===== src/rtl/display_7seg_scan.sv =====
// ============================================================================
// display_7seg_scan: N-digit common-anode 7-segment scanner, PWM brightness,
// frame snapshot. Optional blink feature: define DISP_BLINK_EN.   Rev 1.0
// ============================================================================
`default_nettype none

module display_7seg_scan #(
  parameter int NUM_DIGITS = 4,
  parameter int SCAN_DIV   = 100000,
  parameter int BLINK_DIV  = 25000000
) (
  input  logic                      CLK,
  input  logic                      RST_N,
  input  logic [4*NUM_DIGITS-1:0]   din,
  input  logic [NUM_DIGITS-1:0]     dp_in,
  input  logic [NUM_DIGITS-1:0]     blank,
  input  logic                      hex_mode,
  input  logic                      lz_en,
  input  logic [3:0]                bright,
  input  logic [NUM_DIGITS-1:0]     blink,
  output logic [6:0]                seg,
  output logic                      dp,
  output logic [NUM_DIGITS-1:0]     an,
  output logic                      frame_start
);

  localparam int CW = $clog2(SCAN_DIV);
  localparam int SW = $clog2(NUM_DIGITS);
  localparam int TW = CW + 1;
  localparam logic [CW-1:0] c_CNT_MAX = CW'(SCAN_DIV - 1);
  localparam logic [SW-1:0] c_SEL_MAX = SW'(NUM_DIGITS - 1);
  localparam logic [TW-1:0] c_UNIT    = TW'(SCAN_DIV / 16);

  logic [CW-1:0]           r_cnt;
  logic [SW-1:0]           r_sel;
  logic [4*NUM_DIGITS-1:0] r_din;
  logic [NUM_DIGITS-1:0]   r_dp, r_blank;
  logic                    r_hex, r_lz;
  logic [3:0]              r_bright;
  logic [6:0]              r_seg;
  logic                    r_dpo, r_fs;
  logic [NUM_DIGITS-1:0]   r_an;

  logic                    w_take;
  logic [4*NUM_DIGITS-1:0] w_s_din;
  logic [NUM_DIGITS-1:0]   w_s_dp, w_s_blank;
  logic                    w_s_hex, w_s_lz;
  logic [3:0]              w_s_bright;
  logic [3:0]              w_code;
  logic [6:0]              w_pat;
  logic                    w_zrun, w_lz_sup, w_blanked, w_on, w_bdark;
  logic [4:0]              w_b1;
  logic [TW-1:0]           w_thr;
  logic [6:0]              w_seg_n;
  logic                    w_dp_n;
  logic [NUM_DIGITS-1:0]   w_an_n;

  assign w_take = (r_cnt == '0) && (r_sel == '0);

  // The snapshot cycle decodes straight from the inputs so the first slot of
  // every frame already shows the new frame's data.
  assign w_s_din    = w_take ? din      : r_din;
  assign w_s_dp     = w_take ? dp_in    : r_dp;
  assign w_s_blank  = w_take ? blank    : r_blank;
  assign w_s_hex    = w_take ? hex_mode : r_hex;
  assign w_s_lz     = w_take ? lz_en    : r_lz;
  assign w_s_bright = w_take ? bright   : r_bright;

  always_ff @(posedge CLK) begin
    if (!RST_N) begin
      r_cnt <= '0;
      r_sel <= '0;
    end else if (r_cnt == c_CNT_MAX) begin
      r_cnt <= '0;
      r_sel <= (r_sel == c_SEL_MAX) ? '0 : r_sel + 1'b1;
    end else begin
      r_cnt <= r_cnt + 1'b1;
    end
  end

  always_ff @(posedge CLK) begin
    if (!RST_N) begin
      r_din    <= '0;
      r_dp     <= '0;
      r_blank  <= '0;
      r_hex    <= 1'b0;
      r_lz     <= 1'b0;
      r_bright <= '0;
    end else if (w_take) begin
      r_din    <= din;
      r_dp     <= dp_in;
      r_blank  <= blank;
      r_hex    <= hex_mode;
      r_lz     <= lz_en;
      r_bright <= bright;
    end
  end

`ifdef DISP_BLINK_EN
  localparam int BW = (BLINK_DIV > 1) ? $clog2(BLINK_DIV) : 1;
  localparam logic [BW-1:0] c_BLINK_MAX = BW'(BLINK_DIV - 1);

  logic [BW-1:0]         r_bcnt;
  logic                  r_phase;
  logic [NUM_DIGITS-1:0] r_blink;
  logic [NUM_DIGITS-1:0] w_s_blink;

  always_ff @(posedge CLK) begin
    if (!RST_N) begin
      r_bcnt  <= '0;
      r_phase <= 1'b0;
      r_blink <= '0;
    end else begin
      if (r_bcnt == c_BLINK_MAX) begin
        r_bcnt  <= '0;
        r_phase <= ~r_phase;
      end else begin
        r_bcnt <= r_bcnt + 1'b1;
      end
      if (w_take) r_blink <= blink;
    end
  end

  assign w_s_blink = w_take ? blink : r_blink;
  assign w_bdark   = r_phase & w_s_blink[r_sel];
`else
  localparam logic [31:0] c_unused_bdiv = 32'(BLINK_DIV);
  logic w_unused_blink;
  assign w_unused_blink = ^blink;
  assign w_bdark        = 1'b0;
`endif

  assign w_code = w_s_din[{r_sel, 2'b00} +: 4];

  always_comb begin
    w_pat = 7'h7F;
    case (w_code)
      4'h0: w_pat = 7'h40;
      4'h1: w_pat = 7'h79;
      4'h2: w_pat = 7'h24;
      4'h3: w_pat = 7'h30;
      4'h4: w_pat = 7'h19;
      4'h5: w_pat = 7'h12;
      4'h6: w_pat = 7'h02;
      4'h7: w_pat = 7'h78;
      4'h8: w_pat = 7'h00;
      4'h9: w_pat = 7'h10;
      4'hA: w_pat = 7'h08;
      4'hB: w_pat = 7'h03;
      4'hC: w_pat = 7'h46;
      4'hD: w_pat = 7'h21;
      4'hE: w_pat = 7'h06;
      4'hF: w_pat = 7'h0E;
      default: w_pat = 7'h7F;
    endcase
    if (w_code > 4'd9 && !w_s_hex) w_pat = 7'h7F;
  end

  // Zero-run from digit 0 up to the selected digit; the last digit always shows.
  always_comb begin
    w_zrun   = 1'b1;
    w_lz_sup = 1'b0;
    for (int i = 0; i < NUM_DIGITS; i++) begin
      w_zrun = w_zrun & (w_s_din[4*i +: 4] == 4'd0);
      if (i == int'(r_sel) && i != NUM_DIGITS - 1) w_lz_sup = w_zrun;
    end
    w_lz_sup = w_lz_sup & w_s_lz;
  end

  assign w_b1      = {1'b0, w_s_bright} + 5'd1;
  assign w_thr     = {{(TW-5){1'b0}}, w_b1} * c_UNIT;
  assign w_on      = {1'b0, r_cnt} < w_thr;
  assign w_blanked = w_s_blank[r_sel] | w_lz_sup;

  always_comb begin
    w_an_n  = '1;
    w_seg_n = 7'h7F;
    w_dp_n  = 1'b1;
    if (w_on && !w_bdark) begin
      w_an_n[r_sel] = 1'b0;
      w_seg_n       = w_blanked ? 7'h7F : w_pat;
      w_dp_n        = ~(w_s_dp[r_sel] & ~w_s_blank[r_sel]);
    end
  end

  always_ff @(posedge CLK) begin
    if (!RST_N) begin
      r_seg <= 7'h7F;
      r_dpo <= 1'b1;
      r_an  <= '1;
      r_fs  <= 1'b0;
    end else begin
      r_seg <= w_seg_n;
      r_dpo <= w_dp_n;
      r_an  <= w_an_n;
      r_fs  <= w_take;
    end
  end

  assign seg         = r_seg;
  assign dp          = r_dpo;
  assign an          = r_an;
  assign frame_start = r_fs;

endmodule

`default_nettype wire


===== config.mk =====
export PLATFORM = sky130hd
export DESIGN_NAME = display_7seg_scan
export DESIGN_NICKNAME = d
export VERILOG_FILES = /design/src/rtl/display_7seg_scan.sv
export SDC_FILE = /design/constraint.sdc
export NUM_CORES = 1
export LEC_CHECK = 0
export BUFFER_PORTS_ARGS = -buffer_cell sky130_fd_sc_hd__buf_2
export CAP_MARGIN = 30
export CORE_UTILIZATION = 45
export CTS_BUF_LIST = sky130_fd_sc_hd__clkbuf_4 sky130_fd_sc_hd__clkbuf_8
export DETAILED_ROUTE_END_ITERATION = 16
export GPL_TIMING_DRIVEN = 0
export PLACE_DENSITY_LB_ADDON = 0.25
export SLEW_MARGIN = 40
export SYNTH_ARGS = -nofsm -noshare
export SYNTH_HDL_FRONTEND = slang
export SYNTH_SLANG_ARGS = --single-unit

===== constraint.sdc =====
create_clock -name CLK -period 13.6 [get_ports CLK]
set_input_delay 1.36 -clock CLK [delete_from_list [all_inputs] [get_ports CLK]]
set_output_delay 1.36 -clock CLK [all_outputs]
set_load 0.005 [all_outputs]

==> results by group, run 1 <==
Global routing
  • All-Layer GR Usage: 0.187
  • Pin count of the biggest net entering global routing: 13
  • First-pass GRT wire length: 13100 um
  • Vias in the first global route: 2875
  • Grt ovf: 0
  • Initial antenna violation count: 0

Synthesis
  • Mapped Cells: 427
  • Distinct cells, synth: 54
  • Main synth FF type: dfxtp_1
  • Syn Area/Cell: 9.38 um2
  • Synth Net Count: 522
  • Register area share after synthesis: 0.310
  • Post-Synth XOR/XNOR Area: 0.0656
  • Multiplexer area fraction after synthesis: 0.132
  • Post-synth EDFFs: 0
  • Adder-Cell Fraction of Synth Area: 0.186
  • Synth Register Bits: 62
  • Complex-gate fraction of the synthesized area: 0.0825
  • Ys Warns: 0
  • Simple-gate area share of the yosys netlist: 0.178
  • Mapped cell area: 0.00400 mm2
  • Main combinational cell family by area after synthesis: adder cells
  • Share of synthesized registers carrying an async set or reset: 0

Status
  • Outcome: completed

STA
  • Unrepaired setup endpoints after global routing: false
  • Setup_tns: 0 ns
  • Worst Max-Slew Pin Slew: 0.731 ns
  • Final hold violations: 0
  • Final Cycle Share: 0.641
  • # setup viols final: 0
  • Fin crit period: 8.71 ns
  • Fmax: 115 MHz
  • Hold_ws: 0.488 ns
  • Worst Slack Setup Final: 4.89 ns
  • Slew margin rel.: 0.508
  • Final clock skew: 0.0123 ns
  • Final slew viol count: 0

Die
  • DIE AREA: 0.00928 mm2
  • DIE HEIGHT: 96.3 um
  • Total I/O pin count: 49
  • Initial Util: 0.461
  • Core area: 0.00868 mm2
  • Core Rows: 34
  • Die X: 96.3 um

Clock network
  • Hold buffer count at CTS: 0
  • Post-cts resize count: 0
  • CTS tree: done
  • CTS Buffer Depth: 2
  • Worst skew pair latency: 0.35 ns
  • Reg clk slew, reported paths: 0.08 ns
  • Clock Sinks: 62
  • H-tree levels: 3
  • Num CTS Buffers: 9
  • Clk root buf: clkbuf_8
  • Post-CTS setup buffer count: 0

Setup path
  • Kind of critical path: reg2reg
  • CP required: 13.82 ns
  • Slowest CP cell: mux2i_2
  • FF-to-FF setup slack: 4.89 ns
  • Worst Path Buf+Inv: 4
  • Worst path arrival time: 8.93 ns
  • Crit path launch type: flop
  • Crit-path max cell delay: 0.59 ns
  • Crit-path max FO: 9
  • Critical path's top delay family: compound AO/OA/AOI/OAI gates
  • CP dominant cell by count: ha_1
  • Endpoint class of the critical path: flop

Cells and area
  • Diodes inserted: 0
  • Final Instance Area: 0.00460 mm2
  • Fillers: 842
  • Fraction of layout cells with a size suffix above 1: 0.170
  • Register area: 0.00124 mm2
  • Fin util: 0.530
  • Nets: 577
  • Syn-to-layout area delta: 14.8%
  • Area of the multi-input gates: 0.00259 mm2
  • Most frequent cells in the layout: 65 x nor2_1, 62 x dfxtp_1, 58 x ha_1, 45 x buf_2, 35 x mux2i_1
  • Most common cell after layout, fill and taps aside: nor2_1

Drt
  • Pre-antenna DRT Iters: 4
  • Iteration-0 DRC Markers: 101
  • Average wire per standard cell: 13.8 um
  • Routed Antenna Nets: 0
  • Routed vias/inst: 5.30
  • Post-route DRC: 0
  • Routed WL: 8240 um
  • Via count: 3152

Placement
  • Placement Setup Slack: 4.84 ns
  • Placed Instance Area: 0.00437 mm2
  • Port-buffer cells: 44
  • Post-DP HPWL: 6680 um
  • GP Congestion: 0.837

Power and ir drop
  • Leak: 2.13 nW
  • Power density cells: 136 mW/mm2
  • Max IR drop VDD: 0.0678 mV

Job
  • Max Cap Viol: 0

Hold path
  • Hold crit path type: reg2reg
-- final cells by class --
cell class                      instances  area share
Timing Repair Buffer                   44      0.0479
Inverter                               25      0.0204
Clock buffer                           10      0.0286
Buffer                                 12      0.0193
Multi-Input combinational cell        328       0.564
Tap cell                              108      0.0294
Sequential cell                        62       0.270
Clock inverter                          6      0.0204
-- synth_stat cells (2+ instances only) --
library cell | count | area share
dfxtp_1 | 62 | 0.31
xnor2_1 | 13 | 0.028
nor2_1 | 65 | 0.061
clkinv_1 | 2 | 0.0019
xor2_1 | 17 | 0.037
nor2b_1 | 4 | 0.0062
and3_1 | 3 | 0.0047
mux4_2 | 6 | 0.034
inv_1 | 23 | 0.022
and3b_1 | 2 | 0.0044
nand2b_1 | 7 | 0.011
nand4b_1 | 2 | 0.0044
o21bai_1 | 2 | 0.0037
nand3_1 | 9 | 0.011
ha_1 | 58 | 0.18
nand2_1 | 19 | 0.018
buf_6 | 3 | 0.0084
and4_1 | 4 | 0.0087
or2_2 | 2 | 0.0031
a211oi_1 | 4 | 0.0075
nor3_1 | 5 | 0.0062
a21oi_1 | 12 | 0.015
and2_1 | 2 | 0.0031
mux2_2 | 3 | 0.0084
a211o_1 | 2 | 0.0044
a31oi_1 | 3 | 0.0047
nor4_1 | 11 | 0.017
nand4_1 | 4 | 0.0062
o21ai_0 | 9 | 0.011
mux2i_1 | 36 | 0.090
clkbuf_1 | 6 | 0.0056
o221ai_1 | 2 | 0.0044
a21o_1 | 4 | 0.0075
-- worst paths after layout --
| kind | startpoint | to | depth (start not counted) |
|---|---|---|---|
| worst max-delay path | r_sel[0]$_SDFFE_PN0P_ | seg[5]$_SDFF_PP1_ | 31 |
| worst min-delay path | r_cnt[0]$_SDFF_PP0_ | r_cnt[0]$_SDFF_PP0_ | 1 |
| worst max register to register | r_sel[0]$_SDFFE_PN0P_ | seg[5]$_SDFF_PP1_ | 31 |
| worst min register to register | r_cnt[0]$_SDFF_PP0_ | r_cnt[0]$_SDFF_PP0_ | 1 |
-- cell families after synthesis --
kind of cell	count (synthesis)
simple gates	145
flops	62
fa+ha+maj	59
compound gates	49
mux	45
buf+inv	37
xor+xnor	30
-- state kept, by name (all words and copies together), names as in the netlist, 2 cells and up --
signal,count
seg,7
r_bright,4
r_din,16
r_blank,4
r_dp,4
an,4
r_sel,2
r_cnt,17
-- layer usage --
| metal | global-route usage | up-vias | wire [um] |
|---|---|---|---|
| met5 | 0 | - | 0 |
| met4 | 0.0613 | 0 | 148 |
| met3 | 0.0474 | 13 | 390 |
| met2 | 0.339 | 59 | 4060 |
| met1 | 0.212 | 1460 | 3640 |
| li1 | - | 1620 | - |
-- power by group --
group          total, mW  switching [mW]  internal (mW)
registers          0.201         0.00479          0.196
clock network      0.181          0.0746          0.107
logic              0.242           0.132          0.110
-- per-stage QoR --
step / power [mW] / instances
floorplan: 0.391 / 427
CTS: 0.633 / 595
detailed placement: 0.450 / 579
finish: 0.624 / 595
global placement: 0.442 / 579
global route: 0.673 / 595
Note: power is estimated with default switching activity, not from simulation.
==> inputs of run 2 (changes only) <==
Clock period 13.6 ns to 7.4 ns, I/O delays scaled along.
==> results by group, run 2 (same netlist as run 1, synthesis figures left out) <==
Cells and area
  • Number of flip-flops in the largest register: 17 (unchanged)
  • Biggest register: r_cnt (unchanged)
  • Finished Layout Cells: 607 (was 595)
  • Most common cell after layout, fill and taps aside: nor2_1 (unchanged)
  • Final Instance Area: 0.00480 mm2 (was 0.00460 mm2)
  • Most frequent cells in the layout: 65 x nor2_1, 62 x dfxtp_1, 56 x ha_1, 45 x buf_2, 32 x mux2i_1 (was 65 x nor2_1, 62 x dfxtp_1, 58 x ha_1, 45 x buf_2, 35 x mux2i_1)
  • Fraction of layout cells with a size suffix above 1: 0.220 (was 0.170)
  • Diodes inserted: 0 (unchanged)
  • Nets: 589 (was 577)
  • Syn-to-layout area delta: 20.0% (was 14.8%)

STA
  • Fmax: 144 MHz (was 115 MHz)
  • Worst Max-Slew Pin Slew: 0.753 ns (was 0.731 ns)
  • Final Cycle Share: 0.939 (was 0.641)
  • Final hold violations: 0 (unchanged)
  • Fin crit period: 6.95 ns (was 8.71 ns)
  • Setup_tns: 0 ns (unchanged)
  • Slew margin rel.: 0.494 (was 0.508)
  • Final clock skew: 0.0106 ns (was 0.0123 ns)
  • Hold_ws: 0.487 ns (was 0.488 ns)
  • # setup viols final: 0 (unchanged)
  • Final slew viol count: 0 (unchanged)

Clock network
  • H-tree levels: 3 (unchanged)
  • Clock Sinks: 62 (unchanged)
  • Reg clk slew, reported paths: 0.08 ns (about the same)
  • CTS Buffer Depth: 2 (unchanged)
  • Num CTS Buffers: 9 (unchanged)
  • Clk root buf: clkbuf_8 (unchanged)
  • CTS tree: done (unchanged)
  • Worst skew pair latency: 0.35 ns (about the same)

Drt
  • Routed vias/inst: 5.25 (was 5.30)
  • Via count: 3188 (was 3152)
  • Pre-antenna DRT Iters: 4 (unchanged)
  • Routed Antenna Nets: 0 (unchanged)
  • Post-route DRC: 0 (unchanged)
  • Routed WL: 8460 um (was 8240 um)
  • Average wire per standard cell: 13.9 um (was 13.8 um)
  • Iteration-0 DRC Markers: 105 (was 101)

Die
  • Initial Util: 0.461 (unchanged)
  • Core Rows: 34 (unchanged)
  • Total I/O pin count: 49 (unchanged)
  • DIE AREA: 0.00928 mm2 (unchanged)
  • DIE HEIGHT: 96.3 um (unchanged)
  • Core area: 0.00868 mm2 (unchanged)
  • Die X: 96.3 um (unchanged)

Setup path
  • CP required: 7.62 ns (was 13.82 ns)
  • FF-to-FF setup slack: 0.45 ns (was 4.89 ns)
  • Crit-path max FO: 19 (was 9)
  • Crit path launch type: flop (unchanged)
  • Crit-path max cell delay: 0.57 ns (was 0.59 ns)
  • Endpoint class of the critical path: flop (unchanged)
  • Slowest CP cell: or4_4 (was mux2i_2)
  • Kind of critical path: reg2reg (unchanged)
  • Worst path arrival time: 7.17 ns (was 8.93 ns)
  • CP dominant cell by count: ha_1 (unchanged)

Placement
  • Port-buffer cells: 44 (unchanged)
  • GP Congestion: 0.837 (unchanged)
  • Placed Instance Area: 0.00437 mm2 (unchanged)
  • Post-DP HPWL: 6680 um (unchanged)
  • Placed cells: 579 (unchanged)

Global routing
  • All-Layer GR Usage: 0.191 (was 0.187)
  • Grt ovf: 0 (unchanged)
  • Initial antenna violation count: 0 (unchanged)
  • Pin count of the biggest net entering global routing: 13 (unchanged)
  • First-pass GRT wire length: 13300 um (was 13100 um)
  • Vias in the first global route: 2899 (was 2875)

Power and ir drop
  • Power density cells: 246 mW/mm2 (was 136 mW/mm2)
  • Leak: 2.21 nW (was 2.13 nW)
  • Max IR drop VDD: 0.130 mV (was 0.0678 mV)

Hold path
  • Hold crit path type: reg2reg (unchanged)

Job
  • Max Cap Viol: 0 (unchanged)

Status
  • Outcome: completed (unchanged)
[run 2: cell types whose count changed in the layout (fill, tap and decap cells not counted), sizes merged]
cell  delta
buf     +12
[run 2: timing repair]
item,4_1_cts,5_1_grt
hold buffers,0,0
pin swaps,4,5
endpoints found under the setup margin,12,12
buffers inserted,2,11
gates resized for setup,14,11
[run 2: final timing paths]
check                       startpoint                   to  cells past startpoint
setup reg to reg  r_cnt[10]$_SDFF_PP0_    seg[5]$_SDFF_PP1_                     28
hold / removal     r_cnt[0]$_SDFF_PP0_  r_cnt[0]$_SDFF_PP0_                      1
hold reg to reg    r_cnt[0]$_SDFF_PP0_  r_cnt[0]$_SDFF_PP0_                      1
setup / recovery  r_cnt[10]$_SDFF_PP0_    seg[5]$_SDFF_PP1_                     28
[run 2: metal layers]
layer / share of wire / global-route usage / vias to the layer above / routed length [um]
li1: - / - / 1645 / -
met1: 0.43 / 0.219 / 1465 / 3620
met2: 0.51 / 0.344 / 65 / 4300
met3: 0.050 / 0.0474 / 13 / 427
met4: 0.013 / 0.0613 / 0 / 108
met5: 0 / 0 / - / 0
[run 2: report_power, final]
part | switching (mW) | internal [mW] | leakage [nW]
Combinational | 0.255 | 0.225 | 1.59
Sequential | 0.00941 | 0.360 | 0.509
Clock | 0.138 | 0.196 | 0.111
Total | 0.402 | 0.781 | 2.21
[run 2: critical path, delay by kind of cell (launching register included)]
family | cells | cell delay [ns]
adder cells (fa/ha/maj) | 5 | 1.37
multiplexers | 1 | 0.43
flip-flops | 1 | 0.38
AO/OA/AOI/OAI | 13 | 2.39
buffers and inverters | 3 | 0.65
XOR/XNOR | 2 | 0.31
AND/OR/NAND/NOR | 4 | 1.29
[run 2: layout make-up]
cell class                      count  area (um2)
Clock buffer                       10         131
Clock inverter                      6        93.8
Tap cell                          108         135
Fill cell                         817        3870
Inverter                           25        98.8
Timing Repair Buffer               57         318
Sequential cell                    62        1240
Buffer                             11        81.3
Multi-Input combinational cell    328        2710
[run 2: metrics by stage]
step / setup WS (ns) / utilization / power, mW
final: 0.451 / 0.554 / 1.18
after floorplan: 0.0205 / - / 0.719
after detailed placement: -1.36 / 0.504 / 0.827
after global routing: -0.0301 / 0.554 / 1.27
after CTS: 0.0201 / 0.541 / 1.18
after global placement: -1.88 / 0.502 / 0.812
==> inputs of run 3 (changes only) <==
Settings changed: CORE_ASPECT_RATIO set to 0.5.
==> results by group, run 3 (same netlist as run 1, synthesis figures left out) <==
Setup path
  • Slowest CP cell: or4_4 (unchanged)
  • Worst path arrival time: 7.25 ns (was 7.17 ns)
  • Crit-path max cell delay: 0.57 ns (about the same)
  • Endpoint class of the critical path: flop (unchanged)
  • Worst r2r dst: seg[5]$_SDFF_PP1_ (unchanged)
  • CP required: 7.63 ns (was 7.62 ns)
  • Reg2Reg Depth: 29 (was 28)
  • CP dominant cell by count: ha_1 (unchanged)
  • Kind of critical path: reg2reg (unchanged)
  • Reg2Reg Launch Point: r_cnt[10]$_SDFF_PP0_ (unchanged)
  • Crit path launch type: flop (unchanged)
  • FF-to-FF setup slack: 0.38 ns (was 0.45 ns)
  • Crit-path max FO: 7 (was 19)
  • Critical path startpoint: r_cnt[10]$_SDFF_PP0_ (unchanged)
  • Crit path to: seg[5]$_SDFF_PP1_ (unchanged)

Hold path
  • Min-Delay Startpoint: r_cnt[0]$_SDFF_PP0_ (unchanged)
  • Hold crit path type: reg2reg (unchanged)
  • Worst Hold Depth: 1 (unchanged)

Power and ir drop
  • Max IR drop VDD: 0.105 mV (was 0.130 mV)
  • Leak: 2.19 nW (was 2.21 nW)
  • Power density cells: 237 mW/mm2 (was 246 mW/mm2)

Drt
  • Average wire per standard cell: 14.1 um (was 13.9 um)
  • Pre-antenna DRT Iters: 5 (was 4)
  • Via count: 3192 (was 3188)
  • Routed Antenna Nets: 0 (unchanged)
  • Post-route DRC: 0 (unchanged)
  • Routed WL: 8590 um (was 8460 um)
  • Routed vias/inst: 5.25 (about the same)
  • Iteration-0 DRC Markers: 165 (was 105)

Cells and area
  • Nets: 586 (was 589)
  • Syn-to-layout area delta: 19.4% (was 20.0%)
  • Diodes inserted: 0 (unchanged)
  • Biggest register: r_cnt (unchanged)
  • Fraction of layout cells with a size suffix above 1: 0.220 (about the same)
  • Most frequent cells in the layout: 65 x nor2_1, 60 x dfxtp_1, 56 x ha_1, 45 x buf_2, 32 x mux2i_1 (was 65 x nor2_1, 62 x dfxtp_1, 56 x ha_1, 45 x buf_2, 32 x mux2i_1)
  • Number of flip-flops in the largest register: 17 (unchanged)
  • Most common cell after layout, fill and taps aside: nor2_1 (unchanged)

STA
  • Slew margin rel.: 0.495 (was 0.494)
  • Final hold violations: 0 (unchanged)
  • Worst Slack Setup Final: 0.379 ns (was 0.451 ns)
  • Final clock skew: 0.0146 ns (was 0.0106 ns)
  • Final Cycle Share: 0.949 (was 0.939)
  • Worst Max-Slew Pin Slew: 0.750 ns (was 0.753 ns)
  • Setup_tns: 0 ns (unchanged)
  • Fin crit period: 7.02 ns (was 6.95 ns)
  • # setup viols final: 0 (unchanged)
  • Final slew viol count: 0 (unchanged)
  • Unrepaired setup endpoints after global routing: false
  • Fmax: 142 MHz (was 144 MHz)

Global routing
  • First-pass GRT wire length: 13800 um (was 13300 um)
  • Pin count of the biggest net entering global routing: 11 (was 13)
  • Vias in the first global route: 2894 (was 2899)
  • Grt ovf: 0 (unchanged)
  • Initial antenna violation count: 0 (unchanged)
  • All-Layer GR Usage: 0.197 (was 0.191)

Placement
  • GP Congestion: 0.815 (was 0.837)
  • Post-DP HPWL: 6480 um (was 6680 um)
  • Placement Setup Slack: -1.55 ns (was -1.36 ns)
  • Port-buffer cells: 44 (unchanged)

Die
  • Core area: 0.00832 mm2 (was 0.00868 mm2)
  • Total I/O pin count: 49 (unchanged)
  • Core Rows: 23 (was 34)
  • DIE AREA: 0.00930 mm2 (was 0.00928 mm2)
  • Initial Util: 0.481 (was 0.461)
  • DIE HEIGHT: 68.7 um (was 96.3 um)
  • Die X: 135 um (was 96.3 um)

Status
  • Outcome: completed (unchanged)

Clock network
  • Worst skew pair latency: 0.35 ns (about the same)
  • CTS tree: done (unchanged)
  • CTS Buffer Depth: 2 (unchanged)
  • Num CTS Buffers: 9 (unchanged)
  • H-tree levels: 3 (unchanged)
  • Clock Sinks: 62 (unchanged)
  • Clk root buf: clkbuf_8 (unchanged)
  • Reg clk slew, reported paths: 0.07 ns (was 0.08 ns)

Job
  • Max Cap Viol: 0 (unchanged)
-- run 3: cell type report --
class                   instances  area (um2)
plain buffers                  10        73.8
inverters                      25        98.8
repair buffers                 55         303
clock inverters                 3        17.5
fillers                       759        3530
flip-flops and latches         62        1240
multi-input cells             328        2730
well taps                     112         140
clock buffers                  13         173
-- run 3: layer usage --
layer,up-vias,share of wire,track usage
met5,-,0,0
met4,0,0.010,0.0590
met3,10,0.035,0.0556
met2,49,0.45,0.329
met1,1499,0.50,0.251
li1,1634,-,-
-- run 3: critical path, delay by kind of cell (launching register included) --
| kind | cells | cell delay [ns] |
|---|---|---|
| buf+inv | 3 | 0.44 |
| mux | 1 | 0.25 |
| compound gates | 13 | 2.50 |
| xor+xnor | 2 | 0.30 |
| simple gates | 4 | 1.38 |
| flops | 1 | 0.39 |
| fa+ha+maj | 6 | 1.62 |
-- run 3: worst min-delay path by stage --
stage / end / slack (ns)
global placement: r_cnt[0]$_SDFF_PP0_ / 0.44
finish: r_cnt[0]$_SDFF_PP0_ / 0.46
floorplan: r_cnt[0]$_SDFF_PP0_ / 0.43
global route: r_cnt[0]$_SDFF_PP0_ / 0.52
CTS: r_cnt[0]$_SDFF_PP0_ / 0.47
detailed placement: r_cnt[0]$_SDFF_PP0_ / 0.45
-- run 3: report_power, final --
group	internal, mW	switching (mW)	leakage [nW]	total [mW]
combinational	0.226	0.254	1.58	0.480
clock	0.152	0.131	0.0988	0.282
sequential	0.360	0.0100	0.510	0.370
-- run 3: timing repair --
| action | 4_1_cts | 5_1_grt |
|---|---|---|
| endpoints found under the setup margin | 12 | 12 |
| hold buffers | 0 | 0 |
| setup buffers | 3 | 8 |
| pin swaps | 3 | 3 |
| gates resized for setup | 19 | 10 |
-- run 3: per-stage QoR --
stage | hold slack, ns | power (mW) | area (um2) | utilization | instances
finish | 0.461 | 1.13 | 4780 | 0.575 | 608
floorplan | 0.430 | 0.719 | 4000 | - | 427
CTS | 0.466 | 1.12 | 4700 | 0.565 | 602
detailed placement | 0.450 | 0.818 | 4370 | 0.525 | 583
global placement | 0.444 | 0.810 | 4360 | 0.525 | 583
global route | 0.521 | 1.22 | 4780 | 0.575 | 608
